[src/rtl/imem_loader_pkg.sv]
// Shared definitions for the instruction-memory loader: FSM encoding and frame geometry.
package imem_loader_pkg;

  typedef enum logic [2:0] {
    ST_IDLE,
    ST_LEN_HI,
    ST_LEN_LO,
    ST_DATA,
    ST_CSUM,
    ST_DONE,
    ST_ERR
  } state_t;

  localparam int BYTES_PER_WORD = 4;
  localparam int HDR_BYTES      = 2;

endpackage

[src/rtl/imem_loader_byte_assembler.sv]
// Packs accepted stream bytes big-endian into 32-bit words; word is valid with the 4th byte.
module byte_assembler
  import imem_loader_pkg::*;
(
  input  logic        i_clk,
  input  logic        i_rst,
  input  logic        i_clr,
  input  logic        i_byte_en,
  input  logic [7:0]  i_byte,
  output logic [31:0] o_word,
  output logic        o_word_valid
);

  logic [1:0]  r_cnt;
  logic [23:0] r_shift;

  // The 4th byte is forwarded combinationally so the loader can register the word in one step.
  assign o_word_valid = i_byte_en && (r_cnt == 2'(BYTES_PER_WORD - 1));
  assign o_word       = {r_shift, i_byte};

  always_ff @(posedge i_clk) begin
    if (i_rst || i_clr) begin
      r_cnt <= '0;
    end else if (i_byte_en) begin
      r_cnt <= r_cnt + 2'd1;
    end
  end

  always_ff @(posedge i_clk) begin
    if (i_byte_en) begin
      r_shift <= {r_shift[15:0], i_byte};
    end
  end

endmodule

[src/rtl/imem_loader.sv]
// Fills IMEM from a length-prefixed, XOR-checksummed byte stream and holds the core until verified.
module imem_loader
  import imem_loader_pkg::*;
#(
  parameter int ADDR_W = 8,
  parameter int DATA_W = 32
) (
  input  logic              clk,
  input  logic              rst,
  input  logic              start,
  input  logic [7:0]        in_data,
  input  logic              in_valid,
  output logic              in_ready,
  output logic              im_we,
  output logic [ADDR_W-1:0] im_addr,
  output logic [DATA_W-1:0] im_wdata,
  output logic              cpu_hold,
  output logic              done,
  output logic              error,
  output logic [ADDR_W:0]   words_written
);

  localparam int unsigned MAX_WORDS = 1 << ADDR_W;

  state_t            r_state;
  state_t            w_next;
  logic              w_accept;
  logic              w_start_load;
  logic              w_byte_en;
  logic [15:0]       w_len;
  logic              w_last_word;
  logic [31:0]       w_word;
  logic              w_word_valid;

  logic [15:0]       r_len;
  logic [7:0]        r_csum;
  logic [ADDR_W:0]   r_words;
  logic              r_done;
  logic              r_error;
  logic              r_hold;
  logic              r_vld_p1;
  logic [ADDR_W-1:0] r_addr_p1;
  logic [DATA_W-1:0] r_wdata_p1;

  assign in_ready = (r_state == ST_LEN_HI) || (r_state == ST_LEN_LO) ||
                    (r_state == ST_DATA)   || (r_state == ST_CSUM);
  assign w_accept    = in_valid && in_ready;
  assign w_byte_en   = w_accept && (r_state == ST_DATA);
  assign w_len       = {r_len[7:0], in_data};
  // r_words still holds the index of the word completing this cycle.
  assign w_last_word = (17'(r_words) + 17'd1) == {1'b0, r_len};

  byte_assembler u_asm (
    .i_clk        (clk),
    .i_rst        (rst),
    .i_clr        (w_start_load),
    .i_byte_en    (w_byte_en),
    .i_byte       (in_data),
    .o_word       (w_word),
    .o_word_valid (w_word_valid)
  );

  always_ff @(posedge clk) begin
    if (rst) begin
      r_state <= ST_IDLE;
    end else begin
      r_state <= w_next;
    end
  end

  always_comb begin
    w_next       = r_state;
    w_start_load = 1'b0;
    case (r_state)
      ST_IDLE, ST_DONE, ST_ERR: begin
        if (start) begin
          w_next       = ST_LEN_HI;
          w_start_load = 1'b1;
        end
      end
      ST_LEN_HI: if (w_accept) w_next = ST_LEN_LO;
      ST_LEN_LO: begin
        if (w_accept) begin
          if (32'(w_len) > MAX_WORDS) w_next = ST_ERR;
          else if (w_len == 16'd0)    w_next = ST_CSUM;
          else                        w_next = ST_DATA;
        end
      end
      ST_DATA:   if (w_word_valid && w_last_word) w_next = ST_CSUM;
      ST_CSUM:   if (w_accept) w_next = (in_data == r_csum) ? ST_DONE : ST_ERR;
      default:   w_next = ST_IDLE;
    endcase
  end

  // Stage p1: word commit, status flags and counters registered on the accepting edge
  always_ff @(posedge clk) begin
    if (rst) begin
      r_len      <= '0;
      r_csum     <= '0;
      r_words    <= '0;
      r_done     <= 1'b0;
      r_error    <= 1'b0;
      r_hold     <= 1'b1;
      r_vld_p1   <= 1'b0;
      r_addr_p1  <= '0;
      r_wdata_p1 <= '0;
    end else begin
      r_vld_p1 <= w_word_valid;
      r_done   <= (w_next == ST_DONE);
      r_error  <= (w_next == ST_ERR);
      r_hold   <= (w_next != ST_DONE);
      if (w_accept && ((r_state == ST_LEN_HI) || (r_state == ST_LEN_LO))) begin
        r_len <= w_len;
      end
      if (w_start_load) begin
        r_words   <= '0;
        r_addr_p1 <= '0;
        r_csum    <= '0;
      end else begin
        if (w_byte_en) begin
          r_csum <= r_csum ^ in_data;
        end
        if (w_word_valid) begin
          r_addr_p1  <= r_words[ADDR_W-1:0];
          r_wdata_p1 <= DATA_W'(w_word);
          r_words    <= r_words + 1'b1;
        end
      end
    end
  end

  assign im_we         = r_vld_p1;
  assign im_addr       = r_addr_p1;
  assign im_wdata      = r_wdata_p1;
  assign words_written = r_words;
  assign done          = r_done;
  assign error         = r_error;
  assign cpu_hold      = r_hold;

endmodule
[config.mk]
export PLATFORM = sky130hd
export DESIGN_NAME = imem_loader
export DESIGN_NICKNAME = d
export VERILOG_FILES = /design/src/rtl/imem_loader_pkg.sv /design/src/rtl/imem_loader_byte_assembler.sv /design/src/rtl/imem_loader.sv
export SDC_FILE = /design/constraint.sdc
export NUM_CORES = 1
export LEC_CHECK = 0
export CAP_MARGIN = 5
export CORE_MARGIN = 8
export CORE_UTILIZATION = 45
export DETAILED_ROUTE_END_ITERATION = 16
export DONT_BUFFER_PORTS = 1
export PLACE_DENSITY = 0.6
export SYNTH_ARGS = -nofsm -noshare
export SYNTH_HDL_FRONTEND = slang
export SYNTH_SLANG_ARGS = --single-unit
[constraint.sdc]
create_clock -name clk -period 3.1 [get_ports clk]
set_input_delay 0 -clock clk [delete_from_list [all_inputs] [get_ports clk]]
set_output_delay 0 -clock clk [all_outputs]
set_load 0.1 [all_outputs]
# Word level (Yosys, flattened, before mapping)
# Cells that the tools add are included.
# totals
register_bits,106
elab_cells,55
# classes
n_addsub,3
magnitude_cmp,1
eq_ne,12
mux,11
bitwise,2
reduce_logical,14
# op_table
cell,count
2-to-1 mux 3 bit,7
equality test 10 x 16 -> 1 bit,1
greater-than comparator 16 x 9 -> 1 bit (second input constant),1
logical NOT 16 bit,1
equality test 3 bit (second input constant),5
case mux 3 bit (5 select lines),1
adder 9 x 1 -> 10 bit (second input constant),1
adder 9 x 1 -> 9 bit (second input constant),1
equality test 8 bit,1
XOR 8 bit,1
equality test 3 x 2 -> 1 bit (second input constant),2
logical AND 1 bit,5
logical OR 1 bit,4
equality test 3 x 1 -> 1 bit (second input constant),1
logical NOT 3 bit,1
!= test 3 bit (second input constant),1
OR reduction 3 bit,1
adder 2 x 1 -> 2 bit (second input constant),1
equality test 2 bit (second input constant),1
2-to-1 mux 1 bit,2
2-to-1 mux 2 bit,1
AND reduction 2 bit,1
OR reduction 2 bit,1
NOT 1 bit,1

# Logic depth before layout (Yosys ltp)
# depth
depth_word,11
depth_mapped,9

# Modules after synthesis
# From an unflattened synthesis, not the netlist that was laid out.
# hier_totals
cells_unflattened,470
hier_area_um2,4493.1
# modules_own_cells
module,instances,cells_each,area_each_um2,seq_area_each_um2
imem_loader,1,430,3613.5,1601.5
byte_assembler,1,40,879.6,760.7

# Least setup slack after synthesis
# No wires, ideal clock.
# synth_timing
path_type,flip-flop to flip-flop
from,register r_words[0] (netlist: words_written[0])
to,register r_hold (netlist: cpu_hold)
setup_ps,124
arrival_ps,2940
required_time_ps,2976
path_slack_ps,36
path_stages_with_launch,8
period_less_slack_ps,3064
cell_sequence,dfxtp_1 > ha_1 > nand3_2 > or4_1 > a21oi_1 > nand4_1 > o21ba_1 > a2111o_1
# synth_between
elab_chain_cells,6
# synth_rtl
item,line,rtl
start: declaration,imem_loader.sv:37,logic [ADDR_W:0] r_words;
start signal: assignment,imem_loader.sv:126,r_words <= r_words + 1'b1;
adder 9 x 1 -> 10 bit,imem_loader.sv:51,"assign w_last_word = (17'(r_words) + 17'd1) == {1'b0, r_len};"
equality test 10 x 16 -> 1 bit,imem_loader.sv:51,
logical AND 1 bit,imem_loader.sv:89,ST_DATA: if (w_word_valid && w_last_word) w_next = ST_CSUM;
2-to-1 mux 3 bit,imem_loader.sv:89,
case mux 3 bit (5 select lines),imem_loader.sv:74,case (r_state)
!= test 3 bit,imem_loader.sv:111,r_hold <= (w_next != ST_DONE);
end signal: assignment,imem_loader.sv:111,
end: declaration,imem_loader.sv:40,logic r_hold;
# No other way between the ends.
# A chain may end at the register's enable or synchronous reset.

# Worst setup path in the final report
# layout_timing
from,register r_state[1]
to,register r_wdata_p1[3] (netlist: im_wdata[3])
# layout_between
elab_chain_cells,8
elab_cells_between_ends,17
# layout_rtl
item,line,rtl
start: declaration,imem_loader.sv:25,state_t r_state;
start signal: assignment,imem_loader.sv:67,r_state <= w_next;
equality test 3 x 1 -> 1 bit / equality test 3 x 2 -> 1 bit (equally long branches),imem_loader.sv:45,assign in_ready = (r_state == ST_LEN_HI) || (r_state == ST_LEN_LO) ||
logical OR 1 bit (2 in series),imem_loader.sv:45,
logical OR 1 bit,imem_loader.sv:46,(r_state == ST_DATA) || (r_state == ST_CSUM);
logical AND 1 bit,imem_loader.sv:47,assign w_accept = in_valid && in_ready;
logical AND 1 bit,imem_loader.sv:48,assign w_byte_en = w_accept && (r_state == ST_DATA);
logical AND 1 bit,imem_loader_byte_assembler.sv:18,assign o_word_valid = i_byte_en && (r_cnt == 2'(BYTES_PER_WORD - 1));
AND reduction 2 bit (no line) (*),--,
end signal: assignment,imem_loader.sv:125,r_wdata_p1 <= DATA_W'(w_word);
end: declaration,imem_loader.sv:43,logic [DATA_W-1:0] r_wdata_p1;
# Every way passes the cells marked *; elsewhere a longest branch is shown, timed or not.

==> impl_metrics.ini <==
[finish]
fill_cells = 877
drive_gt1_frac = 0.115
final_common_cell = nand2_1
area_growth_pct = 14.2
final_nets = 489
layout_common_cells = 101 x nand2_1, 82 x dfxtp_1, 47 x a21oi_1
fin_util = 0.527
diodes = 0

[timing]
period_share = 0.851
skew_ps = 13.3
drv_slew = 0
hold_violations = 0
finalSetupViolCount = 0
worstMarginPinSlew_ps = 986
finalSetupTns_ps = 0
whs_ps = 118
fin_ws_ps = 462
rsz0062_at_grt = no
finalCriticalPeriod_ps = 2640
maxSlewHeadroom = 0.342
fmax_ghz = 0.379

[global_routing]
grt_pass1_wl_um = 16000
grt_overflow = 0
antenna_found_initial = 0
grt_max_degree = 54
grt_pass1_vias = 3056
gr-usage-all-layers = 0.155

[logic_synthesis]
muxShareOfSynthArea = 0.0401
ys_seq_elements = 106
synth_xor_area_frac = 0.0796
seq_area_frac_synth = 0.556
synthAdderAreaFrac = 0.00825
synth-simple-area-share = 0.190
yosys.area.top_type = dfxtp_1
synth_flop_cell = dfxtp_1
synthCells = 442
syn_area_per_cell_um2 = 9.61
ys_top_cells_by_area = dfxtp_1 39%, edfxtp_1 17%, nand2_1 8.9%
synth-async-reset-ratio = 0
synth_nets = 456
synth-edff-count = 24
syn_area_um2 = 4250
synth_cell_types = 54
synth-warning-count = 0
synth_compound_area_frac = 0.0969
synth_top_family_by_area = simple AND/OR/NAND/NOR gates
synth_top_area_share = 0.387

[drt]
wire_per_inst_um = 16.5
viasPerCell = 5.32
drt_wl_total_um = 9760
drt-initial-drc-count = 249
ant_nets = 0
vias = 3145
drcViolationCount = 0
first_pass_iters = 4

[critical_path]
timing.rr.end = im_wdata[3]
r2r_setup_slack_ps = 460
path_class = register to register
worstPathRequired_ps = 3420
r2r_cells = 6
critPathLaunchType = register
crit_fanout = 32
worstPathArrival_ps = 2950
end_kind = register
rr_startpoint = r_state[1]

[clock_network]
clk_latency_ps = 360
numCtsBuffers = 9
cts.clk_slew.worst_paths_ps = 110
cts_resized = 0
cts_tree = built
cts-root-buf = clkbuf_8
cts_sinks = 106
clock_path_buffers = 2
htreeDepth = 3

[placed_design]
dp_slack_ps = 575
place_hpwl_um = 6300
io_buffer_count = 0
place_congestion = 0.765

[power]
leakage_uw = 0.00180
total_power_uw = 2490
max-vdd-ir-drop_mv = 0.209
power-per-cell-area_nw_per_um2 = 514

[floorplan]
start_util = 0.462
die_h_um = 113
rows = 35
dieArea_um2 = 12800
coreArea_um2 = 9200
io_pins = 66
die_x_um = 113

[min_path]
hold_path_class = primary input to register
whs_path_depth = 3
worst_hold_path.endpoint = u_asm.r_cnt[0]
min-delay-start = in_valid

[flow_run]
max_cap_viol_count = 0

[outcome]
status = completed
==> layer usage <==
metal | track usage | wire length [um] | vias to the layer above
met5 | 0 | 0 | -
met4 | 0.0551 | 153 | 0
met3 | 0.0442 | 655 | 14
met2 | 0.240 | 4430 | 70
met1 | 0.202 | 4530 | 1499
li1 | - | - | 1562
==> stage by stage <==
| step | cells | instance area (um^2) |
|---|---|---|
| finish | 591 | 4850 |
| global route | 591 | 4850 |
| CTS | 591 | 4850 |
| detailed placement | 562 | 4520 |
| global placement | 562 | 4520 |
| floorplan | 442 | 4250 |
==> cell type report <==
| type | count | area (um^2) | area share |
|---|---|---|---|
| flip-flops and latches | 106 | 2360 | 0.487 |
| multi-input cells | 310 | 1760 | 0.364 |
| repair buffers | 46 | 388 | 0.0800 |
| well taps | 111 | 139 | 0.0286 |
| clock buffers | 9 | 124 | 0.0255 |
| clock inverters | 7 | 65.1 | 0.0134 |
| inverters | 2 | 7.51 | 0.00155 |
==> synthesized netlist by cell type, types with 2 or more instances <==
| cell | number |
|---|---|
| a211oi_1 | 2 |
| a21oi_1 | 47 |
| a221oi_1 | 2 |
| and2_1 | 2 |
| and4b_1 | 2 |
| buf_1 | 4 |
| buf_4 | 2 |
| clkbuf_1 | 15 |
| dfxtp_1 | 82 |
| edfxtp_1 | 24 |
| ha_1 | 2 |
| inv_1 | 2 |
| mux2i_1 | 17 |
| nand2_1 | 101 |
| nand2b_1 | 5 |
| nand3_1 | 3 |
| nand4_1 | 4 |
| nor2_1 | 46 |
| nor3_1 | 3 |
| nor4_1 | 5 |
| o21ai_0 | 2 |
| o31ai_1 | 2 |
| or4_1 | 3 |
| xnor2_1 | 17 |
| xor2_1 | 19 |
==> how the worst max path moves through the flow <==
stage                                start     endpoint  cells after the start
after global routing            r_state[0]  im_wdata[3]                      6
final                           r_state[1]  im_wdata[3]                      6
after CTS                       r_state[0]  im_wdata[3]                      6
after global placement    words_written[0]     cpu_hold                      7
after floorplan           words_written[0]     cpu_hold                      7
after detailed placement  words_written[0]     cpu_hold                      7
==> worst max-delay path: stages, from the launching register on <==
cell,delay [ps]
dfxtp_1,580
and4b_1,410
and2_2,410
buf_4,400
nand2_1,90
a21oi_1,130
dlygate4sd3_1,550
==> timing repair <==
action                                  CTS  global route
hold endpoints to repair                 74             0
buffers inserted                          0             0
endpoints found under the setup margin    0             0
hold buffers                             13             0
==> registers in the layout (all words and copies together) (netlist names), 2 cells and up <==
register,count
im_addr,8
im_wdata,32
r_csum,8
r_len,16
r_state,3
u_asm.r_cnt,2
u_asm.r_shift,24
words_written,9
==> power by group <==
group / switching (uW) / total [uW] / internal, uW
sequential: 34.2 / 1460 / 1430
combinational: 128 / 211 / 82.9
clock: 503 / 819 / 316
total: 665 / 2490 / 1830
==> logic make-up (layout without fill, tap and decap cells) <==
family / after synthesis / after routing
AO/OA/AOI/OAI: 68 / 68
XOR/XNOR: 37 / 37
adder cells (fa/ha/maj): 3 / 3
buffers and inverters: 26 / 64
flip-flops: 106 / 106
multiplexers: 17 / 17
AND/OR/NAND/NOR: 185 / 185
Note: power is estimated with default switching activity, not from simulation.
